==> src/rtl/merge5_if.sv <==
// merge5_if: child-to-parent merge channel bundle (two input channels, one tagged output channel).
interface merge5_if #(parameter int W = 9);
  logic [W-1:0] in0_data, in1_data, out_data;
  logic in0_valid, in0_ready, in1_valid, in1_ready;
  logic s_data, out_valid, out_ready;
  modport master (
    output in0_data, in0_valid, in1_data, in1_valid, out_ready,
    input in0_ready, in1_ready, out_data, s_data, out_valid
  );
  modport slave (
    input in0_data, in0_valid, in1_data, in1_valid, out_ready,
    output in0_ready, in1_ready, out_data, s_data, out_valid
  );
endinterface

==> src/rtl/merge5_node.sv <==
// merge5_node: 2:1 merge into one tagged output register slot; MERGE5_NODE_RR_EN selects round-robin over fixed In0 priority.
module merge5_node #(parameter int W = 9) (
  input logic clk,
  input logic rst,
  merge5_if.slave bus
);
  logic can_load, gnt0, gnt1, take;
  logic [W-1:0] data_q;
  logic tag_q, valid_q;
`ifdef MERGE5_NODE_RR_EN
  logic ptr;
  always_comb gnt1 = bus.in1_valid && (!bus.in0_valid || ptr);
  // pointer names the input preferred at the next contention
  always_ff @(posedge clk or posedge rst)
    if (rst) ptr <= 1'b0;
    else if (take) ptr <= gnt0;
`else
  always_comb gnt1 = bus.in1_valid && !bus.in0_valid;
`endif
  always_comb begin
    can_load = !valid_q || bus.out_ready;
    gnt0 = bus.in0_valid && !gnt1;
    take = !rst && can_load && (gnt0 || gnt1);
    bus.in0_ready = !rst && can_load && gnt0;
    bus.in1_ready = !rst && can_load && gnt1;
  end
  always_ff @(posedge clk or posedge rst)
    if (rst) begin
      valid_q <= 1'b0;
      data_q <= '0;
      tag_q <= 1'b0;
    end else if (can_load) begin
      valid_q <= gnt0 || gnt1;
      if (gnt0 || gnt1) begin
        data_q <= gnt1 ? bus.in1_data : bus.in0_data;
        tag_q <= gnt1;
      end
    end
  assign bus.out_data = data_q;
  assign bus.s_data = tag_q;
  assign bus.out_valid = valid_q;
endmodule

==> src/flat_wrapper.sv <==
// flat-port wrapper written by rule: the top's interface ports become plain ports
module merge5_node_flat 
#(parameter int W = 9)
  (clk, rst, bus_in0_data, bus_in0_valid, bus_in1_data, bus_in1_valid, bus_out_ready, bus_in0_ready, bus_in1_ready, bus_out_data, bus_s_data, bus_out_valid);
  merge5_if #(.W(W)) bus_i ();
  input logic clk;
  input logic rst;
  input wire logic [$bits(bus_i.in0_data)-1:0] bus_in0_data;
  input wire logic [$bits(bus_i.in0_valid)-1:0] bus_in0_valid;
  input wire logic [$bits(bus_i.in1_data)-1:0] bus_in1_data;
  input wire logic [$bits(bus_i.in1_valid)-1:0] bus_in1_valid;
  input wire logic [$bits(bus_i.out_ready)-1:0] bus_out_ready;
  output wire logic [$bits(bus_i.in0_ready)-1:0] bus_in0_ready;
  output wire logic [$bits(bus_i.in1_ready)-1:0] bus_in1_ready;
  output wire logic [$bits(bus_i.out_data)-1:0] bus_out_data;
  output wire logic [$bits(bus_i.s_data)-1:0] bus_s_data;
  output wire logic [$bits(bus_i.out_valid)-1:0] bus_out_valid;
  assign bus_i.in0_data = bus_in0_data;
  assign bus_i.in0_valid = bus_in0_valid;
  assign bus_i.in1_data = bus_in1_data;
  assign bus_i.in1_valid = bus_in1_valid;
  assign bus_i.out_ready = bus_out_ready;
  assign bus_in0_ready = bus_i.in0_ready;
  assign bus_in1_ready = bus_i.in1_ready;
  assign bus_out_data = bus_i.out_data;
  assign bus_s_data = bus_i.s_data;
  assign bus_out_valid = bus_i.out_valid;
  merge5_node #(.W(W)) u_core (.clk(clk), .rst(rst), .bus(bus_i));
endmodule
==> config.mk <==
export PLATFORM = sky130hd
export DESIGN_NAME = merge5_node_flat
export DESIGN_NICKNAME = d
export VERILOG_FILES = /design/src/rtl/merge5_if.sv /design/src/rtl/merge5_node.sv /design/src/flat_wrapper.sv
export SDC_FILE = /design/constraint.sdc
export NUM_CORES = 1
export LEC_CHECK = 0
export CELL_PAD_IN_SITES_DETAIL_PLACEMENT = 1
export CELL_PAD_IN_SITES_GLOBAL_PLACEMENT = 1
export CORE_MARGIN = 2
export CORE_UTILIZATION = 30
export DETAILED_ROUTE_END_ITERATION = 6
export PLACE_DENSITY = 0.84
export SETUP_SLACK_MARGIN = 0.2
export SLEW_MARGIN = 30
export SYNTH_ARGS = -nofsm -noshare
export SYNTH_HDL_FRONTEND = slang
export SYNTH_SLANG_ARGS = --single-unit
==> constraint.sdc <==
create_clock -name clk -period 2.6 [get_ports clk]
set_input_delay 0.26 -clock clk [delete_from_list [all_inputs] [get_ports clk]]
set_output_delay 0.26 -clock clk [all_outputs]
set_load 0.01 [all_outputs]
# After elaboration in Yosys (flattened, before gate mapping)
# Index checks and enable logic that the tools add are counted.
# W data, S select, Z words.
dict set report word_totals {
  word_cells 16
  inputBits 23
  output_inout_bits 13
  reg_bits 11
}
dict set report classes {
  reduce_logical 12
  n_mux 1
}
# operator count
set ops {}
lappend ops {{$mux W9} 1}
lappend ops {{$logic_and A1 B1 Y1} 5}
lappend ops {{$logic_not A1 Y1} 4}
lappend ops {{$logic_or A1 B1 Y1} 2}
lappend ops {{$reduce_and A2 Y1} 1}

# Longest topological paths before layout
# Gate-level depths: netlist of run 1.
dict set report depth {
  depth_word 6
  mapped_depth 3
  ltp_nobuf 3
}

# Worst setup path after synthesis of run 1
# No wires, ideal clock.
dict set report synth_path {
  path_type {register to output}
  startpoint {register u_core.valid_q, in the netlist u_core.bus.out_valid}
  endpoint {output port bus_in1_ready}
  arrival_ns 1.051
  path_buffers 0
  required_time_ns 2.340
  slack_ns 1.289
  path_stages_with_launch 3
  path_cell_list {dfrtp_1 nor2b_2 nor4b_1}
}
dict set report synth_between {
  elab_chain_len 4
}
# item line
set synth_lines {}
lappend synth_lines {{from (decl)} merge5_node.sv:9} ;# logic tag_q, valid_q;
lappend synth_lines {{from (signal assigned)} merge5_node.sv:33} ;# valid_q <= gnt0 || gnt1;
lappend synth_lines {{$logic_not A1 Y1} merge5_node.sv:21} ;# can_load = !valid_q || bus.out_ready;
lappend synth_lines {{$logic_or A1 B1 Y1} merge5_node.sv:21}
lappend synth_lines {{$logic_and A1 B1 Y1} --}
lappend synth_lines {{$logic_and A1 B1 Y1} merge5_node.sv:25} ;# bus.in1_ready = !rst && can_load && gnt1;
lappend synth_lines {{to (decl)} flat_wrapper.sv:14} ;# output wire logic [$bits(bus_i.in1_ready)-1:0] bus_in1_ready;
# No other way between the ends.

# Worst setup path after layout of run 1
dict set report layout_path {
  startpoint {input port bus_in0_valid}
  endpoint {output port bus_in1_ready}
}
dict set report layout_between {
  elab_chain_len 3
}
# item line
set layout_lines {}
lappend layout_lines {{from (decl)} flat_wrapper.sv:9} ;# input wire logic [$bits(bus_i.in0_valid)-1:0] bus_in0_valid;
lappend layout_lines {{$logic_not A1 Y1} merge5_node.sv:18} ;# always_comb gnt1 = bus.in1_valid && !bus.in0_valid;
lappend layout_lines {{$logic_and A1 B1 Y1} merge5_node.sv:18}
lappend layout_lines {{$logic_and A1 B1 Y1} merge5_node.sv:25}
# No other way between the ends.

==> results_dict.tcl, run 1 <==
set metrics [dict create \
    initial_core_util 0.3170 \
    cts_hold_buf 0 \
    synth_cell_types 14 \
    ios 36 \
    max_freq_mhz 479.8 \
    fin_skew_ps 5.691 \
    rrSetupSlack_ps 1310 \
    switching_power_mw 0.1284 \
    port_buffers 35 \
    status "completed" \
    power.share.clock 0.226 \
    finalSetupViolCount 0 \
    cp_data_required_time_ps 2340 \
    fill_cells 210 \
    crit_end "bus_in1_ready" \
    worstSetupPathType "primary input to output port" \
    slew_viol_final 0 \
    synth_cells 40 \
    cp-start-kind "primary input" \
    syn-cell-area_um2 615.6 \
    grt_pass1_vias 520 \
    drive_above_1_share 0.3000 \
    postSynthAreaPerCell_um2 15.39 \
    clk-insertion-delay-late_ps 270 \
    synthTopCellsByArea "dfrtp_1, mux2_4, mux2_1" \
    hold_path.class "primary input to asynchronous set/reset pin" \
    dieWidth_um 49.30 \
    startpoint "bus_in0_valid" \
    core_um2 1942 \
    fin_nets 104 \
    peakVddDrop_uv 264.7 \
    rsz0062_at_grt "false" \
    rows 16 \
    final_cells 107 \
    tns_ps 0 \
    post-cts-setup-buffer-count 0 \
    fin_crit_sh 0.8016 \
    crit_chain "clkdlybuf4s50_1, nor4b_1, clkdlybuf4s50_1" \
    r2r_end "u_core.bus.out_data[8]$_DFFE_PP0P_" \
    p_leak_nw 0.4514 \
    synth.yosys.seq_area_share 0.4472 \
    vias_per_cell 4.364 \
    max_stage_delay_ps 610 \
    numCtsBuffers 3 \
    combPwrFrac 0.360 \
    clock_path_buffers 2 \
    intPower_mw 0.3812 \
    synth_top_area_frac 0.4472 \
    place_hpwl_um 1234 \
    sw_frac_of_total 0.2519 \
    period_minus_slack_ps 2084 \
    globalRouteTotalUtil 0.1385 \
    cts.sinks 11 \
    report.final.hold_viol_count 0 \
    cts_tree "built" \
    wl_per_cell_um 13.54 \
    grt_pass1_wl_um 2421 \
    h-tree-depth 1 \
    num_vias 467 \
    drc 0 \
    cp_slowest_cell "clkdlybuf4s50_1" \
    die_h_um 49.30 \
    ant_nets 0 \
    power_frac_seq 0.414 \
    worst_slew_pin_slew_ps 307.3 \
    antenna_found_initial 0 \
    dieArea_um2 2430 \
    critPathArrivalTime_ps 1820 \
    diodes 0 \
    syn_nets 63 \
    grt.overflow.total 0 \
    cts_root_buf "clkbuf_4" \
    totalWireLength_um 1449 \
    synth_largest_area_cell "dfrtp_1" \
    area_growth_pct 67.28 \
    final_common_cell "clkdlybuf4s50_1" \
    dr.pass1.iters 1 \
    ys_warn_count 0 \
    reg2reg_from "u_core.bus.out_valid$_DFFE_PP0N_" \
    endpoint_kind "output port" \
    ff2ff_path_depth 3 \
    max-cap-violations 0 \
    grt_max_degree 13 \
    place.gp.congestion 0.6697 \
    slew_headroom 0.7922 \
    dp.cells 103 \
    synth-seq-cells 11 \
    cts_resized 0 \
    clk_pin_slew_ps 70 \
    crit_path_frequent_cell "clkdlybuf4s50_1" \
    power.density_nw_per_um2 494.9 \
    mostFrequentLayoutCells "clkdlybuf4s50_1, mux2_4, dfrtp_1" \
    crit_fanout 7 \
    drtIter0Drc 0 \
]
state kept, by name, summed over array words and instances (netlist names):
register / cells
u_core.bus.out_data: 9
u_core.bus.out_valid: 1
u_core.bus.s_data: 1
metrics by stage:
stage / utilization / cell area [µm²] / total power [mW] / hold slack (ps) / setup WS [ps]
after floorplan: - / 615.6 / 0.2976 / 117.7 / 1289
after global placement: 0.5168 / 1003 / 0.3951 / 468.1 / 590.4
after detailed placement: 0.5168 / 1003 / 0.4014 / 478.7 / 483.2
after CTS: 0.5303 / 1030 / 0.5204 / 309.7 / 479.4
after global routing: 0.5303 / 1030 / 0.5418 / 339.0 / 454.0
final: 0.5303 / 1030 / 0.5096 / 316.6 / 515.8
worst min path at each step:
stage                                       start                                  to  slack, ps  depth (start not counted)
2_1_floorplan                                 rst  u_core.bus.out_data[0]$_DFFE_PP0P_        120                          1
3_3_place_gp   u_core.bus.out_data[8]$_DFFE_PP0P_  u_core.bus.out_data[8]$_DFFE_PP0P_        470                          1
3_5_place_dp   u_core.bus.out_data[8]$_DFFE_PP0P_  u_core.bus.out_data[8]$_DFFE_PP0P_        480                          1
4_1_cts                                       rst    u_core.bus.out_valid$_DFFE_PP0N_        310                          3
5_1_grt                                       rst    u_core.bus.out_valid$_DFFE_PP0N_        340                          3
6_report                                      rst    u_core.bus.out_valid$_DFFE_PP0N_        320                          3
worst max-delay path, delay by kind of cell:
| family | cells | cell delay (ps) |
|---|---|---|
| buf+inv | 2 | 1170 |
| simple gates | 1 | 400 |
cells in the mapped netlist (all sizes together):
master,count
inv,1
nor2,2
nor4b,1
dfrtp,11
a21oi,2
and3,1
buf,1
nand2,1
nor2b,1
nand2b,1
mux2,18
power by group through the flow:
stage | Sequential [mW] | Clock (mW) | Combinational, mW
2_1_floorplan | 0.226 | 0 | 0.0720
3_3_place_gp | 0.214 | 0 | 0.181
3_5_place_dp | 0.214 | 0 | 0.187
4_1_cts | 0.211 | 0.122 | 0.187
5_1_grt | 0.214 | 0.132 | 0.196
6_report | 0.211 | 0.115 | 0.183
kinds of logic (layout without fill, tap and decap cells):
kind of cell,Yosys count,count (layout),synth area share
buf+inv,2,42,0.02438
compound gates,2,2,0.01626
flops,11,11,0.4471
simple gates,7,7,0.09758
mux,18,18,0.4146
final cells by class:
type / instances / area (µm²) / share of cell area
Tap cell: 27 / 33.78 / 0.03281
Clock buffer: 4 / 26.28 / 0.02552
Inverter: 1 / 3.754 / 0.003645
Sequential cell: 11 / 275.3 / 0.2673
Timing Repair Buffer: 37 / 365.4 / 0.3548
Multi-Input combinational cell: 27 / 325.3 / 0.3159
layer usage:
layer / vias up / wire length [µm] / global-route usage
li1: 223 / - / -
met1: 223 / 535 / 0.1491
met2: 19 / 823 / 0.2342
met3: 2 / 62 / 0.02454
met4: 0 / 27 / 0.1143
met5: - / 0 / 0
No activity file was read; power rests on OpenSTA's default activity.
==> run 2: changes to the inputs <==
- CORE_UTILIZATION: 30 -> 25
- PLACE_DENSITY: 0.84 -> 0.75
- clock period: 2.6 -> 1.8 ns (I/O delays scaled with it)
==> run 2 against run 1 <==
  * Worst hold slack worse by 42 ps
  * Combinational power is 48% higher
  * Sequential share of layout area is 0.91 points lower
  * Cell count is 4.7% higher
  * Non-clock buffer count is 4 higher
  * Power is 45% higher
  * Global-route usage is 2.3 points lower
  * Die area is 18% higher
  * Critical endpoint unchanged
  * Register-to-register slack worse by 910 ps
  * Utilization is 6.2 points lower
  * Count of clock-buffer cells in the layout stayed put
  * Sequential power is 45% higher
==> results_dict.tcl, run 2 (synthesis gave the netlist of run 1 again) <==
set metrics [dict create \
    endpoint_kind "output port" \
    fin_skew_ps 6.047 \
    dr.pass1.iters 1 \
    cp_data_required_time_ps 1620 \
    dieWidth_um 53.62 \
    grt_max_degree 12 \
    fin_crit_sh 0.8219 \
    cts.sinks 11 \
    dieArea_um2 2875 \
    period_minus_slack_ps 1479 \
    worst_hold_slack_ps 274.9 \
    initial_core_util 0.2705 \
    hold_path.class "primary input to asynchronous set/reset pin" \
    mostFrequentLayoutCells "clkdlybuf4s50_1, mux2_4, dfrtp_1" \
    worst_slew_pin_slew_ps 251.9 \
    fin_nets 108 \
    grt.busiest_layer "met2" \
    ff2ff_path_depth 4 \
    peakVddDrop_uv 356.7 \
    grt.overflow.total 0 \
    grt_pass1_wl_um 2283 \
    slew_headroom 0.8319 \
    rrSetupSlack_ps 400 \
    critPathArrivalTime_ps 1300 \
    finalSetupViolCount 0 \
    globalRouteTotalUtil 0.1156 \
    vias_per_cell 4.286 \
    status "completed" \
    rsz0062_at_grt "false" \
    place.gp.congestion 0.5945 \
    p_leak_nw 0.4770 \
    area_growth_pct 73.17 \
    ios 36 \
    wl_per_cell_um 12.53 \
    final_common_cell "clkdlybuf4s50_1" \
    max_freq_mhz 675.9 \
    cp_slowest_cell "dfrtp_1" \
    port_buffers 35 \
    reg2reg_from "u_core.bus.out_valid$_DFFE_PP0N_" \
    rows 17 \
    ant_nets 0 \
    numCtsBuffers 3 \
    met3_usage 0.04167 \
    max-cap-violations 0 \
    num_vias 480 \
    cts_root_buf "clkbuf_4" \
    diodes 0 \
    post-cts-setup-buffer-count 0 \
    antenna_found_initial 0 \
    cts_tree "built" \
    startpoint "u_core.bus.out_valid$_DFFE_PP0N_" \
    die_h_um 53.62 \
    clock_path_buffers 2 \
    core_um2 2276 \
    drtIter0Drc 0 \
    worstSetupPathType "register to output port" \
    crit_fanout 3 \
    met1_usage 0.1214 \
    slew_viol_final 0 \
    largest_register_ffs 9 \
    grt_pass1_vias 540 \
    place_hpwl_um 1182 \
    r2r_end "u_core.bus.out_data[7]$_DFFE_PP0P_" \
    max_stage_delay_ps 390 \
    totalWireLength_um 1403 \
    h-tree-depth 1 \
    cp-start-kind "register" \
    drive_above_1_share 0.3452 \
    tns_ps 0 \
    use_met2 0.2058 \
    clk-insertion-delay-late_ps 260 \
    drc 0 \
    clk_pin_slew_ps 70 \
    power.density_nw_per_um2 691.8 \
    crit_chain "nor2b_2, nor4b_2, clkdlybuf4s15_1" \
    report.final.hold_viol_count 0 \
]
==> run 2: timing repair <==
item	4_1_cts	5_1_grt
endpoints found under the setup margin	2	1
hold buffers	0	0
gates resized for setup	2	2
==> run 2: final cells by class <==
type                            instances  area, µm²
Multi-Input combinational cell         27      331.6
Timing Repair Buffer                   41      394.1
Tap cell                               28      35.03
Inverter                                1      3.754
Sequential cell                        11      275.3
Fill cell                             245       1210
Clock buffer                            4      26.28
==> run 2: power breakdown <==
group          switching, mW  internal (mW)
Combinational         0.0843          0.186
Sequential            0.0219          0.285
Clock                 0.0748         0.0855
Total                  0.181          0.556
==> run 2: critical path: cells and delay by family, from the launching register on <==
family / cells / cell delay, ps
buf+inv: 1 / 270
flops: 1 / 390
simple gates: 2 / 380
==> run 2: worst max path at each step <==
stage | slack (ps) | depth (start not counted) | to
2_1_floorplan | 550 | 3 | u_core.bus.out_data[7]$_DFFE_PP0P_
3_3_place_gp | 70 | 4 | bus_in1_ready
3_5_place_dp | 70 | 4 | bus_in1_ready
4_1_cts | 250 | 3 | bus_in1_ready
5_1_grt | 200 | 3 | bus_in1_ready
6_report | 320 | 3 | bus_in1_ready
==> run 2: routing by layer <==
layer / routed length [µm] / up-vias
met4: 0 / 0
met5: 0 / -
met3: 107 / 0
li1: - / 231
met1: 520 / 228
met2: 774 / 21
==> run 2: through the flow <==
stage	util	cells	worst slack, ps	power, mW	instance area (µm²)
final	0.4684	112	320.6	0.7375	1066
after global routing	0.4684	112	204.1	0.7864	1066
after CTS	0.4651	112	247.5	0.7544	1059
after detailed placement	0.4546	108	74.95	0.5850	1035
after global placement	0.4546	108	66.91	0.5793	1035
after floorplan	-	40	545.9	0.4299	615.6
